File: config.mk
export PLATFORM = sky130hd
export DESIGN_NAME = modinv_binary_flat
export DESIGN_NICKNAME = d
export VERILOG_FILES = /design/src/rtl/modinv_binary_if.sv /design/src/rtl/modinv_binary.sv /design/src/flat_wrapper.sv
export SDC_FILE = /design/constraint.sdc
export NUM_CORES = 1
export LEC_CHECK = 0
export ABC_CLOCK_PERIOD_IN_PS = 5700
export BUFFER_PORTS_ARGS = -buffer_cell sky130_fd_sc_hd__buf_2
export CAP_MARGIN = 40
export CORE_MARGIN = 4
export CORE_UTILIZATION = 40
export CTS_BUF_LIST = sky130_fd_sc_hd__clkbuf_8
export DETAILED_ROUTE_END_ITERATION = 10
export HOLD_SLACK_MARGIN = 0.08
export SYNTH_ARGS = -nofsm -noshare
export SYNTH_HDL_FRONTEND = slang
export SYNTH_SLANG_ARGS = --single-unit
File: constraint.sdc
create_clock -name clk -period 5.7 [get_ports clk]
set_clock_uncertainty 0.2 [all_clocks]
set_input_delay 0.57 -clock clk [delete_from_list [all_inputs] [get_ports clk]]
set_output_delay 0.57 -clock clk [all_outputs]
set_load 0.01 [all_outputs]
File: src/rtl/modinv_binary_if.sv
// Request/response bundle for the binary modular-inverse engine.
// Handshake: start is sampled only while busy = 0 and done = 0; done pulses for one cycle with inv/valid updated.
interface modinv_binary_if #(parameter int WIDTH = 16);
    logic             start;
    logic [WIDTH-1:0] a;
    logic [WIDTH-1:0] m;
    logic             busy;
    logic             done;
    logic             valid;
    logic [WIDTH-1:0] inv;
    logic [1:0]       state_dbg;

    modport master (
        output start, a, m,
        input  busy, done, valid, inv, state_dbg
    );

    modport slave (
        input  start, a, m,
        output busy, done, valid, inv, state_dbg
    );
endinterface

File: src/rtl/modinv_binary.sv
// Binary extended-Euclid modular inverse: inv = a^-1 mod m for odd m.
// One shift or subtract step per clock; Bezout coefficients x1/x2 are kept in [0, m-1].
module modinv_binary #(
    parameter int WIDTH = 16
) (
    input  logic            clk,
    input  logic            reset,
    modinv_binary_if.slave  bus
);

    localparam logic [1:0] IDLE = 2'd0;
    localparam logic [1:0] LOOP = 2'd1;
    localparam logic [1:0] FIN  = 2'd2;

    logic [1:0]       state;
    logic [WIDTH-1:0] m_r;
    logic [WIDTH-1:0] u;
    logic [WIDTH-1:0] v;
    logic [WIDTH-1:0] x1;
    logic [WIDTH-1:0] x2;
    logic [WIDTH-1:0] res;
    logic             res_ok;
    logic             done_r;
    logic             valid_r;
    logic [WIDTH-1:0] inv_r;
    logic             accept;
    logic             illegal;

    // Halving mod an odd modulus: an odd x becomes even after adding m.
    function automatic logic [WIDTH-1:0] halve_mod(input logic [WIDTH-1:0] x,
                                                   input logic [WIDTH-1:0] md);
        logic [WIDTH:0] s;
        s = x[0] ? ({1'b0, x} + {1'b0, md}) : {1'b0, x};
        return s[WIDTH:1];
    endfunction

    // p - q mod md for p, q already reduced; wrap-around arithmetic is exact here.
    function automatic logic [WIDTH-1:0] sub_mod(input logic [WIDTH-1:0] p,
                                                 input logic [WIDTH-1:0] q,
                                                 input logic [WIDTH-1:0] md);
        return (p >= q) ? (p - q) : (p - q + md);
    endfunction

    // The done cycle is still treated as the tail of the previous operation.
    assign accept  = (state == IDLE) && bus.start && !done_r;
    assign illegal = !bus.m[0] || (bus.m < WIDTH'(3)) ||
                     (bus.a == '0) || (bus.a >= bus.m);

    always_ff @(posedge clk or negedge reset) begin
        if (!reset) begin
            state   <= IDLE;
            m_r     <= '0;
            u       <= '0;
            v       <= '0;
            x1      <= '0;
            x2      <= '0;
            res     <= '0;
            res_ok  <= 1'b0;
            done_r  <= 1'b0;
            valid_r <= 1'b0;
            inv_r   <= '0;
        end else begin
            done_r <= 1'b0;
            case (state)
                IDLE: begin
                    if (accept) begin
                        m_r    <= bus.m;
                        u      <= bus.a;
                        v      <= bus.m;
                        x1     <= WIDTH'(1);
                        x2     <= '0;
                        res    <= '0;
                        res_ok <= 1'b0;
                        state  <= illegal ? FIN : LOOP;
                    end
                end
                LOOP: begin
                    if (u == WIDTH'(1)) begin
                        res    <= x1;
                        res_ok <= 1'b1;
                        state  <= FIN;
                    end else if (v == WIDTH'(1)) begin
                        res    <= x2;
                        res_ok <= 1'b1;
                        state  <= FIN;
                    end else if ((u == '0) || (v == '0)) begin
                        res_ok <= 1'b0;
                        state  <= FIN;
                    end else if (!u[0]) begin
                        u  <= u >> 1;
                        x1 <= halve_mod(x1, m_r);
                    end else if (!v[0]) begin
                        v  <= v >> 1;
                        x2 <= halve_mod(x2, m_r);
                    end else if (u >= v) begin
                        u  <= u - v;
                        x1 <= sub_mod(x1, x2, m_r);
                    end else begin
                        v  <= v - u;
                        x2 <= sub_mod(x2, x1, m_r);
                    end
                end
                FIN: begin
                    done_r  <= 1'b1;
                    valid_r <= res_ok;
                    inv_r   <= res_ok ? res : '0;
                    state   <= IDLE;
                end
                default: state <= IDLE;
            endcase
        end
    end

    assign bus.busy      = (state != IDLE);
    assign bus.done      = done_r;
    assign bus.valid     = valid_r;
    assign bus.inv       = inv_r;
    assign bus.state_dbg = state;

endmodule

File: src/flat_wrapper.sv
// flat-port wrapper written by rule: the top's interface ports become plain ports
module modinv_binary_flat 
#(
    parameter int WIDTH = 16
)
  (clk, reset, bus_start, bus_a, bus_m, bus_busy, bus_done, bus_valid, bus_inv, bus_state_dbg);
  modinv_binary_if #(.WIDTH(WIDTH)) bus_i ();
  input  logic clk;
  input  logic reset;
  input wire logic [$bits(bus_i.start)-1:0] bus_start;
  input wire logic [$bits(bus_i.a)-1:0] bus_a;
  input wire logic [$bits(bus_i.m)-1:0] bus_m;
  output wire logic [$bits(bus_i.busy)-1:0] bus_busy;
  output wire logic [$bits(bus_i.done)-1:0] bus_done;
  output wire logic [$bits(bus_i.valid)-1:0] bus_valid;
  output wire logic [$bits(bus_i.inv)-1:0] bus_inv;
  output wire logic [$bits(bus_i.state_dbg)-1:0] bus_state_dbg;
  assign bus_i.start = bus_start;
  assign bus_i.a = bus_a;
  assign bus_i.m = bus_m;
  assign bus_busy = bus_i.busy;
  assign bus_done = bus_i.done;
  assign bus_valid = bus_i.valid;
  assign bus_inv = bus_i.inv;
  assign bus_state_dbg = bus_i.state_dbg;
  modinv_binary #(.WIDTH(WIDTH)) u_core (.clk(clk), .reset(reset), .bus(bus_i));
endmodule
==> metrics.csv <==
stage,metric,value,unit
clock_tree,TritonCTS Buffers,17,
sta,TNS Setup,0,ps
setup_path,worst-path fanout max,11,
synthesis,Main synth FF type,dfrtp_1,
clock_tree,Resized cells post-CTS,0,
route,drt pass-1 iters,5,
sta,RSZ-0062 raised after global routing,no,
grt,first-pass GRT wire length,65100,µm
floorplan,IO Count,56,
sta,Final Cycle Share,85.3,%
final_layout,Layout Nets,1782,
route,DRC,0,
synthesis,synth warn,0,
run,MaxCap Viol Count,0,
setup_path,Max stage delay on crit path,500,ps
setup_path,CP Capture Type,register,
floorplan,Initial Util,40.7,%
setup_path,"reg-to-reg slack, setup",840,ps
setup_path,cell family contributing the most delay on the critical path,compound AO/OA/AOI/OAI gates,
route,Vias/cell,6.02,
clock_tree,# hold bufs at CTS,1,
sta,Tmin final,4860,ps
synthesis,post-synthesis area per instance,7.86,µm²
setup_path,CP Launch Type,register,
clock_tree,"CTS clk-pin slew, worst paths",80,ps
final_layout,Antenna Cells,0,
hold_path,Worst Hold Path EP,u_core.m_r[5],
synthesis,Yosys reg bits,117,
clock_tree,Clock Path Buffers,2,
setup_path,capturing point of the worst reg2reg path,u_core.x2[13],
floorplan,CORE AREA,0.0307,mm²
setup_path,crit path from,u_core.x2[0],
grt,initial antenna violation count,0,
grt,global-route usage over all layers,24.2,%
setup_path,worst-path cell chain,"inv_1, ha_1, inv_1, fa_1, a211oi_1, o21ai_1, a21o_1, a21oi_1, xnor2_1, ha_1, nand2_1, o211ai_1, a21oi_1, a21boi_0, o21ai_0, or3b_2, a311oi_1, o31ai_1",
route,via count,12100,
clock_tree,setup repair bufs after CTS,0,
clock_tree,CTS root buf,clkbuf_8,
clock_tree,CTS H-tree depth,4,
final_layout,"Area growth, synth to finish",7.95,%
synthesis,syn nets,1776,
final_layout,layout cell share with drive strength beyond 1,9.25,%
setup_path,R2R Path Start,u_core.x2[0],
sta,Slew Limit Fails,0,
clock_tree,clk sinks,117,
synthesis,"EDFF count, synth",0,
synthesis,Synth Instances,1593,
synthesis,register area share after synthesis,23.4,%
clock_tree,TritonCTS clock tree,done,
placed_design,DP Wirelength,32000,µm
setup_path,Critical Path Slowest Stage Cell,dfrtp_1,
sta,Final Setup Violations,0,
sta,"Hold Vio Cnt, Final",0,
grt,pin count of the biggest net entering global routing,66,
floorplan,die area,0.0342,mm²
grt,grt ovf,0,
hold_path,Hold Crit Start,bus_m[5],
sta,Max Fclk,0.206,GHz
setup_path,crit path DAT,4970,ps
outcome,status,finished clean,
synthesis,synth unique cells,74,
route,Antenna Nets Post-Route,0,
route,wire per inst,20.8,µm
setup_path,count of buffer and inverter cells on the critical path,2,
placed_design,RD Place Congestion,0.995,
synthesis,synthesized area,0.0125,mm²
floorplan,num rows,64,
setup_path,CP required,5810,ps
sta,Worst Tran Pin Value,871,ps
floorplan,Die X-Extent,185,µm
synthesis,Post-synth ARST share,100,%
placed_design,Port Buffers,55,
floorplan,Die H,185,µm
sta,Slew headroom,41.9,%
clock_tree,worst-skew pair later-pin latency,450,ps
setup_path,Reg2Reg Depth,18,
route,initial DRC count,1036,
hold_path,hold depth,2,
route,Routed WL,41700,µm
hold_path,worst hold path type,input pin to register,
grt,vias in the first global route,11700,
setup_path,Crit Path Class,register to register,
## cells by family (layout without fill, tap and decap cells)
logic type	after synthesis	count (layout)	synth area share (%)
AO/OA/AOI/OAI	547	547	29.3
buffers and inverters	205	223	6.41
XOR/XNOR	78	78	5.46
adder cells (fa/ha/maj)	148	148	15.3
multiplexers	35	35	3.05
flip-flops	117	117	23.4
AND/OR/NAND/NOR	463	463	17.2
## registers in the layout (all words and copies together), names as in the netlist
register              count
u_core.bus.state_dbg      2
u_core.x2                16
u_core.res_ok             1
u_core.m_r               16
u_core.x1                16
u_core.res               16
u_core.u                 16
u_core.bus.valid          1
u_core.bus.done           1
u_core.v                 16
u_core.bus.inv           16
## how the worst max path moves through the flow
stage,endpoint,cells past startpoint,slack [ps]
after floorplan,u_core.x1[13],19,1040
after global placement,u_core.x2[13],17,1060
after detailed placement,u_core.x2[13],18,950
after CTS,u_core.x2[13],18,920
after global routing,u_core.x2[13],19,410
final,u_core.x2[13],18,840
## cell usage after synthesis (all sizes together) (16+ instances only)
cell type / instances / area share [%]
xor2: 27 / 1.9
a31oi: 19 / 0.95
nand2: 143 / 4.3
mux2: 25 / 2.2
xnor2: 51 / 3.6
dfrtp: 117 / 23
ha: 140 / 14
o21a: 19 / 1.1
o21ai: 119 / 4.8
nor2b: 23 / 1.1
a221oi: 16 / 1.1
nor3: 49 / 2.0
a21o: 49 / 2.9
o211ai: 22 / 1.4
nand3: 24 / 0.96
o31ai: 41 / 2.5
a211oi: 30 / 1.8
inv: 115 / 3.4
a21oi: 120 / 4.8
nor2: 133 / 4.0
clkbuf: 75 / 2.2
## worst reg2reg max path, delay by kind of cell (launching register included)
family,cells,cell delay [ps]
adders and majority gates,3,940
DFF,1,500
AOI/OAI and AO/OA,10,2060
buffers and inverters,2,270
xor gates and xnor gates,1,200
and+or+nand+nor,2,550
## per-layer routing
metal  vias to the layer above  GRT usage [%]  wire length, µm  share of wire [%]
li1                       5844              -                -                  -
met1                      5816           32.5            18700                 45
met2                       357           40.0            19300                 46
met3                        68           3.22             2240                5.4
met4                         0           8.60             1430                3.4
met5                         -              0                0                  0
## layout make-up
class                           count  area (µm²)
Timing Repair Buffer               77         469
Fill cell                        3219       17200
Clock inverter                     13         148
Tap cell                          396         495
Clock buffer                       18         248
Multi-Input combinational cell   1271        8790
Sequential cell                   117        2930
Inverter                          115         432
## stage by stage
step                      setup slack [ps]  utilization, %  instance area (µm²)  std cells  hold slack (ps)
after CTS                              924            43.9                13500       2007              210
final                                  840            43.9                13500       2007              239
after global routing                   406            43.9                13500       2007              238
after detailed placement               954            42.6                13100       1975              267
after global placement                1060            42.5                13100       1973              262
after floorplan                       1040               -                12500       1593             74.4
## cells in the final DEF (no fill, tap or decap), drive strengths merged, types with 23 or more instances in the layout
cell and instances:
nand2 143, ha 140, nor2 133, a21oi 120
o21ai 119, inv 119, dfrtp 117, buf 76
xnor2 51, a21o 49, nor3 49, o31ai 41
a211oi 30, xor2 27, mux2 25, nand3 24
nor2b 23
Power is not shown: default switching activity piles up to over one toggle a cycle in this logic, so the estimate is an artifact.
